[src/rtl/trigger_meas.sv]
// rtl/trigger_meas.sv - start/trigger period measurement and checking receiver
// Synchronises start/trigger, measures high/low widths per period, compares to expected.

module trigger_meas #(
  parameter int B     = 16,
  parameter int NSYNC = 2
) (
  input  logic         aclk,
  input  logic         aresetn,
  input  logic         en,
  input  logic         start,
  input  logic         trigger,
  input  logic [B-1:0] exp_width0,
  input  logic [B-1:0] exp_width1,
  output logic [B-1:0] width0,
  output logic [B-1:0] width1,
  output logic         valid,
  output logic         match,
  output logic [31:0]  ntrig,
  output logic         err,
  output logic         ovf,
  output logic         busy
);

  typedef enum logic [1:0] {
    IDLE      = 2'd0,
    WAIT_EDGE = 2'd1,
    MEAS_HIGH = 2'd2,
    MEAS_LOW  = 2'd3
  } state_t;

  localparam logic [B-1:0] CNT_MAX = {B{1'b1}};
  localparam logic [B-1:0] CNT_ONE = {{(B-1){1'b0}}, 1'b1};

  logic [NSYNC-1:0] start_sync_q;
  logic [NSYNC-1:0] trig_sync_q;
  logic             start_dly_q;
  logic             trig_dly_q;

  state_t           state_q, state_d;
  logic [B-1:0]     cnt_q, cnt_d;
  logic [B-1:0]     pend_q, pend_d;
  logic [B-1:0]     width0_q, width0_d;
  logic [B-1:0]     width1_q, width1_d;
  logic             valid_q, valid_d;
  logic             match_q, match_d;
  logic [31:0]      ntrig_q, ntrig_d;
  logic             err_q, err_d;
  logic             ovf_q, ovf_d;

  logic             start_s, trig_s;
  logic             start_rise, trig_rise, trig_fall;
  logic             restart;
  logic             cnt_sat;
  logic [B-1:0]     cnt_inc;
  logic             period_ok;

  always_ff @(posedge aclk or negedge aresetn) begin
    if (!aresetn) begin
      start_sync_q <= '0;
      trig_sync_q  <= '0;
      start_dly_q  <= 1'b0;
      trig_dly_q   <= 1'b0;
    end else begin
      start_sync_q <= {start_sync_q[NSYNC-2:0], start};
      trig_sync_q  <= {trig_sync_q[NSYNC-2:0], trigger};
      start_dly_q  <= start_sync_q[NSYNC-1];
      trig_dly_q   <= trig_sync_q[NSYNC-1];
    end
  end

  assign start_s    = start_sync_q[NSYNC-1];
  assign trig_s     = trig_sync_q[NSYNC-1];
  assign start_rise = start_s & ~start_dly_q;
  assign trig_rise  = trig_s & ~trig_dly_q;
  assign trig_fall  = ~trig_s & trig_dly_q;

  // A start rise outranks any trigger edge landing in the same cycle.
  assign restart   = en & start_rise;
  assign cnt_sat   = (cnt_q == CNT_MAX);
  assign cnt_inc   = cnt_sat ? cnt_q : cnt_q + CNT_ONE;
  assign period_ok = (cnt_q == exp_width0) && (pend_q == exp_width1);

  always_ff @(posedge aclk or negedge aresetn) begin
    if (!aresetn) begin
      state_q <= IDLE;
    end else begin
      state_q <= state_d;
    end
  end

  always_comb begin
    state_d = state_q;
    if (!en) begin
      state_d = IDLE;
    end else if (restart) begin
      state_d = WAIT_EDGE;
    end else begin
      unique case (state_q)
        IDLE:      state_d = IDLE;
        WAIT_EDGE: if (trig_rise) state_d = MEAS_HIGH;
        MEAS_HIGH: if (trig_fall) state_d = MEAS_LOW;
        MEAS_LOW:  if (trig_rise) state_d = MEAS_HIGH;
        default:   state_d = IDLE;
      endcase
    end
  end

  always_comb begin
    cnt_d    = cnt_q;
    pend_d   = pend_q;
    width0_d = width0_q;
    width1_d = width1_q;
    valid_d  = 1'b0;
    match_d  = match_q;
    ntrig_d  = ntrig_q;
    err_d    = err_q;
    ovf_d    = ovf_q;
    if (en) begin
      if (restart) begin
        cnt_d   = '0;
        pend_d  = '0;
        ntrig_d = '0;
        err_d   = 1'b0;
        ovf_d   = 1'b0;
      end else begin
        unique case (state_q)
          WAIT_EDGE: begin
            if (trig_rise) cnt_d = CNT_ONE;
          end
          MEAS_HIGH: begin
            if (trig_fall) begin
              pend_d = cnt_q;
              cnt_d  = CNT_ONE;
            end else begin
              cnt_d = cnt_inc;
              if (cnt_sat) ovf_d = 1'b1;
            end
          end
          MEAS_LOW: begin
            if (trig_rise) begin
              width0_d = cnt_q;
              width1_d = pend_q;
              valid_d  = 1'b1;
              match_d  = period_ok;
              ntrig_d  = ntrig_q + 32'd1;
              if (!period_ok) err_d = 1'b1;
              cnt_d    = CNT_ONE;
            end else begin
              cnt_d = cnt_inc;
              if (cnt_sat) ovf_d = 1'b1;
            end
          end
          default: ;
        endcase
      end
    end
  end

  always_ff @(posedge aclk or negedge aresetn) begin
    if (!aresetn) begin
      cnt_q    <= '0;
      pend_q   <= '0;
      width0_q <= '0;
      width1_q <= '0;
      valid_q  <= 1'b0;
      match_q  <= 1'b0;
      ntrig_q  <= '0;
      err_q    <= 1'b0;
      ovf_q    <= 1'b0;
    end else begin
      cnt_q    <= cnt_d;
      pend_q   <= pend_d;
      width0_q <= width0_d;
      width1_q <= width1_d;
      valid_q  <= valid_d;
      match_q  <= match_d;
      ntrig_q  <= ntrig_d;
      err_q    <= err_d;
      ovf_q    <= ovf_d;
    end
  end

  always_comb begin
    busy   = (state_q != IDLE);
    width0 = width0_q;
    width1 = width1_q;
    valid  = valid_q;
    match  = match_q;
    ntrig  = ntrig_q;
    err    = err_q;
    ovf    = ovf_q;
  end

endmodule
[config.mk]
export PLATFORM = sky130hd
export DESIGN_NAME = trigger_meas
export DESIGN_NICKNAME = d
export VERILOG_FILES = /design/src/rtl/trigger_meas.sv
export SDC_FILE = /design/constraint.sdc
export NUM_CORES = 1
export LEC_CHECK = 0
export ABC_AREA = 1
export CAP_MARGIN = 20
export CORE_MARGIN = 2
export CORE_UTILIZATION = 53
export DETAILED_ROUTE_END_ITERATION = 6
export MAX_ROUTING_LAYER = met4
export PLACE_DENSITY = 0.9
export SLEW_MARGIN = 15
export SYNTH_ARGS = -nofsm -noshare
export SYNTH_HDL_FRONTEND = slang
export SYNTH_SLANG_ARGS = --single-unit
[constraint.sdc]
create_clock -name aclk -period 1.8 [get_ports aclk]
set_input_delay 0.45 -clock aclk [delete_from_list [all_inputs] [get_ports aclk]]
set_output_delay 0.45 -clock aclk [all_outputs]
set_load 0.005 [all_outputs]
Word level (Yosys, flattened, before mapping)
Index checks and enable logic that the tools add are counted.
{"block": "classes", "reduce_logical": 17, "eq_ne": 12, "muxes": 30, "addsub": 2, "n_bitwise": 8}
{"operator": "16-bit two-way mux", "n": 8}
{"operator": "32-bit two-way mux", "n": 3}
{"operator": "16-bit one-hot mux with 3 select lines", "n": 1}
{"operator": "32-bit by 1-bit adder with 32-bit output (second input constant)", "n": 1}
{"operator": "16-bit == test", "n": 2}
{"operator": "16-bit by 1-bit adder with 16-bit output (second input constant)", "n": 1}
{"operator": "16-bit == test (second input constant)", "n": 1}
{"operator": "1-bit two-way mux", "n": 12}
{"operator": "4-bit AND reduction", "n": 3}
{"operator": "2-bit nonzero test", "n": 5}
{"operator": "3-bit != test (second input constant)", "n": 3}
{"operator": "3-bit AND reduction", "n": 3}
{"operator": "2-bit two-way mux", "n": 4}
{"operator": "2-bit one-hot mux with 3 select lines", "n": 1}
{"operator": "1-bit bitwise AND", "n": 4}
{"operator": "2-bit == test (second input constant)", "n": 2}
{"operator": "4-bit by 2-bit != test with 1-bit output (second input constant)", "n": 1}
{"operator": "4-bit != test (second input constant)", "n": 1}
{"operator": "1-bit NOT", "n": 4}
{"operator": "4-bit nonzero test", "n": 1}
{"operator": "3-bit nonzero test", "n": 1}
{"operator": "2-bit by 1-bit == test with 1-bit output (second input constant)", "n": 1}
{"operator": "2-bit logical NOT", "n": 1}
{"operator": "2-bit != test (second input constant)", "n": 1}
{"operator": "4 further kinds", "n": 4}
{"block": "word_totals", "input_bits": 37, "output_inout_bits": 69, "register_bits": 108}

Depth between registers and ports, before layout
{"block": "logic_depth", "ltp_word": 6, "mapped_depth": 12, "depth_no_buf": 12}

Worst setup path after synthesis
Ideal clock, no wire load.
{"block": "synth_path", "kind": "register to register", "from": "register cnt_q[0]", "to": "register cnt_q[8]", "arrival_time_ps": 1453, "path_slack_ps": 224, "required_ps": 1677, "path_stages_with_launch": 11, "setup_ps": 123, "cell_sequence": "dfrtp_1 ha_1 nand2_1 nor2_4 nand2_4 nor2_8 nand2_4 nand2_4 buf_8 o21ai_0 nor3b_1"}
{"block": "synth_between", "elab_chain_cells": 5, "elab_cells_between_ends": 7, "cone_classes": "add/sub (1); eq/ne (1); mux (5)"}
{"element": "from (decl)", "line_no": "41", "text": "logic [B-1:0] cnt_q, cnt_d;"}
{"element": "from (signal assigned)", "line_no": "172", "text": "cnt_q <= cnt_d;"}
{"element": "16-bit by 1-bit adder with 16-bit output / 16-bit == test (equally long branches)", "line_no": "81, 80"}
{"element": "16-bit two-way mux (*)", "line_no": "81", "text": "assign cnt_inc = cnt_sat ? cnt_q : cnt_q + CNT_ONE;"}
{"element": "16-bit two-way mux, on equally long branches", "line_no": "141, 132"}
{"element": "16-bit one-hot mux with 3 select lines (*)", "line_no": "127", "text": "unique case (state_q)"}
{"element": "16-bit two-way mux (*)", "line_no": "120", "text": "if (restart) begin"}
Mark *: on every way between the ends. The rest lies on a longest branch, timed or not.
A chain may end at the register's enable or synchronous reset.

Worst setup path after layout
{"block": "layout_path", "from": "register ntrig_q[10] (netlist: ntrig[10])", "to": "output port ntrig[10]"}
{"element": "from (decl)", "line_no": "47", "text": "logic [31:0] ntrig_q, ntrig_d;"}
{"element": "from (signal assigned)", "line_no": "178", "text": "ntrig_q <= ntrig_d;"}
{"element": "to (decl)", "line_no": "19", "text": "output logic [31:0] ntrig,"}
No word-level cell between the ends.

==> out/qor.csv <==
metric;value;unit
power_leakage;3.63;nW
htreeDepth;3;
syn_avg_cell_area;7.62;µm²
tns;0;ps
worstPathArrival;1330;ps
final_util;0.741;
r2r_slack;130;ps
holdWs;358;ps
antenna_cells;0;
worst-path-buf-inv;1;
vias;5730;
synth_top_cell_by_area;dfrtp_1;
fin_crit_sh;0.986;
drt_iter0_markers;411;
ir_drop;0.458;mV
gp_congestion;0.917;
ff2ff_path_depth;9;
max_slew_margin;0.717;
grt_pass1_vias;5272;
cts_tree;yes;
r2r_end;cnt_q[3];
syn_nets;792;
endpoint_kind;primary output;
worstHoldStart;start_sync_q[0];
hpwl;11900;µm
min_to;start_sync_q[1];
highest_layer;met4;
routed_wirelength;16100;µm
clockBufferDepth;2;
grt_max_degree;64;
setup_viol;0;
final_layout_size_suffix_gt1_frac;0.141;
synth-seq-cells;108;
drc;0;
antenna_found_initial;0;
wl_met1;7020;µm
crit_slowest_cell;clkdlybuf4s50_1;
drv_cap;0;
grt_overflow;0;
required;1350;ps
slew_violations;0;
met2_length;7630;µm
ys_seq_area_frac;0.471;
ys.flop_type;dfrtp_1;
grt_pass1_wl;25300;µm
die_x;108;µm
synth_area_leaders;dfrtp_1, nand2_1, o21ai_0, inv_1, nor2_1;
layout_min_cycle_time;1780;ps
core_area;10400;µm²
clk_pin_slew;110;ps
critPathTopFamily;buffers and inverters;
viasPerCell;5.37;
worst_pin_slew;421;ps
synth_edf_count;0;
hp-class;register to register;
netlist.area_leader.share;0.471;
crit_path_cell_trace;clkdlybuf4s50_1;
clock_latency;390;ps
p_total;0.00470;W
cts.sinks;108;
wl_per_cell;15.1;µm
rows;37;
start_kind;register;
nets;965;
hold_viol_final;0;
synth_cell_types;43;
synthCells;753;
async_flop_share;1.00;
fmax;0.563;GHz
ios;106;
grt_usage;0.287;
die_area;11700;µm²
worstHoldPathCells;0;
die_y;108;µm
start_util;0.551;
first_pass_iters;5;
max_stage_delay;560;ps
placed_area;7220;µm²
final_cell_area;7720;µm²
ant_nets;0;
netlist_area;5740;µm²
status;finished clean;
r2r-start;cnt_q[0];
area.growth.synth_to_final;34.5;%
path_max_fanout;3;
numPortBuffers;105;
cts_buffers;9;
critical_path_class;register to primary output;
clockRootBuffer;clkbuf_8;
synth_warnings;0;
power.density;609;nW/µm²
fin_skew;21.1;ps
wl_met3;1080;µm
[sequential cells by signal, summed over array words and instances, names as in the netlist, 2 cells and up]
name and count:
state_q 2, ntrig 32, start_sync_q 2, width1 16
width0 16, trig_sync_q 2, cnt_q 16, pend_q 16
[cell type report]
class,count,area [µm²]
Sequential cell,108,2710
Fill cell,777,2690
Multi-Input combinational cell,525,2560
Timing Repair Buffer,183,1700
Inverter,99,374
Tap cell,136,170
Clock buffer,9,124
Clock inverter,7,80.1
[Yosys cell counts, types with 2 or more instances]
| master | instances |
|---|---|
| and3_1 | 2 |
| inv_2 | 5 |
| xnor2_1 | 23 |
| o21ai_1 | 8 |
| nor2_2 | 4 |
| nand4_1 | 20 |
| clkbuf_1 | 5 |
| nand3_1 | 41 |
| a31oi_1 | 2 |
| buf_2 | 12 |
| nor2_1 | 78 |
| nand2_1 | 199 |
| nor2_4 | 3 |
| xor2_1 | 2 |
| ha_1 | 2 |
| dfrtp_1 | 108 |
| o21ai_0 | 74 |
| nand2_4 | 3 |
| nand2_2 | 2 |
| nor3_1 | 13 |
| a21oi_1 | 26 |
| o21a_1 | 3 |
| nor3b_1 | 2 |
| o22ai_1 | 6 |
| inv_1 | 92 |
[power by group]
part	leakage [nW]	internal, W	switching, W	total, W
registers	1.46	0.00249	0.0000512	0.00254
logic	2.07	0.000341	0.000320	0.000661
clock network	0.0994	0.000554	0.000940	0.00149
total	3.63	0.00339	0.00131	0.00470
[cells by family after synthesis]
| group | count (synthesis) | share of synthesized area |
|---|---|---|
| buffers and inverters | 120 | 0.0854 |
| DFF | 108 | 0.471 |
| AOI/OAI and AO/OA | 125 | 0.116 |
| and+or+nand+nor | 373 | 0.285 |
| xor gates and xnor gates | 25 | 0.0381 |
| adders and majority gates | 2 | 0.00436 |
[what timing repair did]
| action | in CTS | in global routing |
|---|---|---|
| endpoints found under the setup margin | 20 | 30 |
| pin swaps | 0 | 0 |
| gates resized for setup | 12 | 12 |
| endpoints found under the hold margin | 15 | 0 |
| setup buffers | 11 | 23 |
| hold buffers | 1 | 0 |
[layer usage]
metal | global-route usage | vias to the layer above
met2 | 0.459 | 248
li1 | - | 2763
met4 | 0.0778 | 0
met1 | 0.390 | 2683
met5 | - | -
met3 | 0.0362 | 36
[how the worst max path moves through the flow]
stage / depth (start not counted) / slack (ps) / from / to
final: 1 / 20 / ntrig[10] / ntrig[10]
after floorplan: 10 / 220 / cnt_q[0] / cnt_q[8]
after CTS: 1 / 0.1 / ntrig[16] / ntrig[16]
after detailed placement: 8 / -260 / en / ntrig[21]
after global placement: 7 / -220 / en / cnt_q[5]
after global routing: 1 / -10 / ntrig[10] / ntrig[10]
[per-stage QoR]
step                      instances  setup WS, ps
after floorplan                 753           224
after global placement         1016          -216
after detailed placement       1016          -260
after CTS                      1044         0.132
after global routing           1067         -11.3
final                          1067          24.9
[placed cells by master (no fill, tap or decap), drive strengths merged, types with 2 or more instances in the layout]
master and n:
nor3 15, and3 2, clkdlybuf4s50 94, dlygate4sd2 4, nor2 86, o22ai 6
inv 101, nand4 20, a211oi 2, o21a 3, ha 2, dfrtp 108
nand2 204, nor3b 2, xor2 2, buf 78, xnor2 23, a21oi 26
a31oi 2, dlymetal6s2s 6, o21ai 82, clkbuf 9, clkinv 4, nand3 42
No activity file was read; power rests on OpenSTA's default activity.
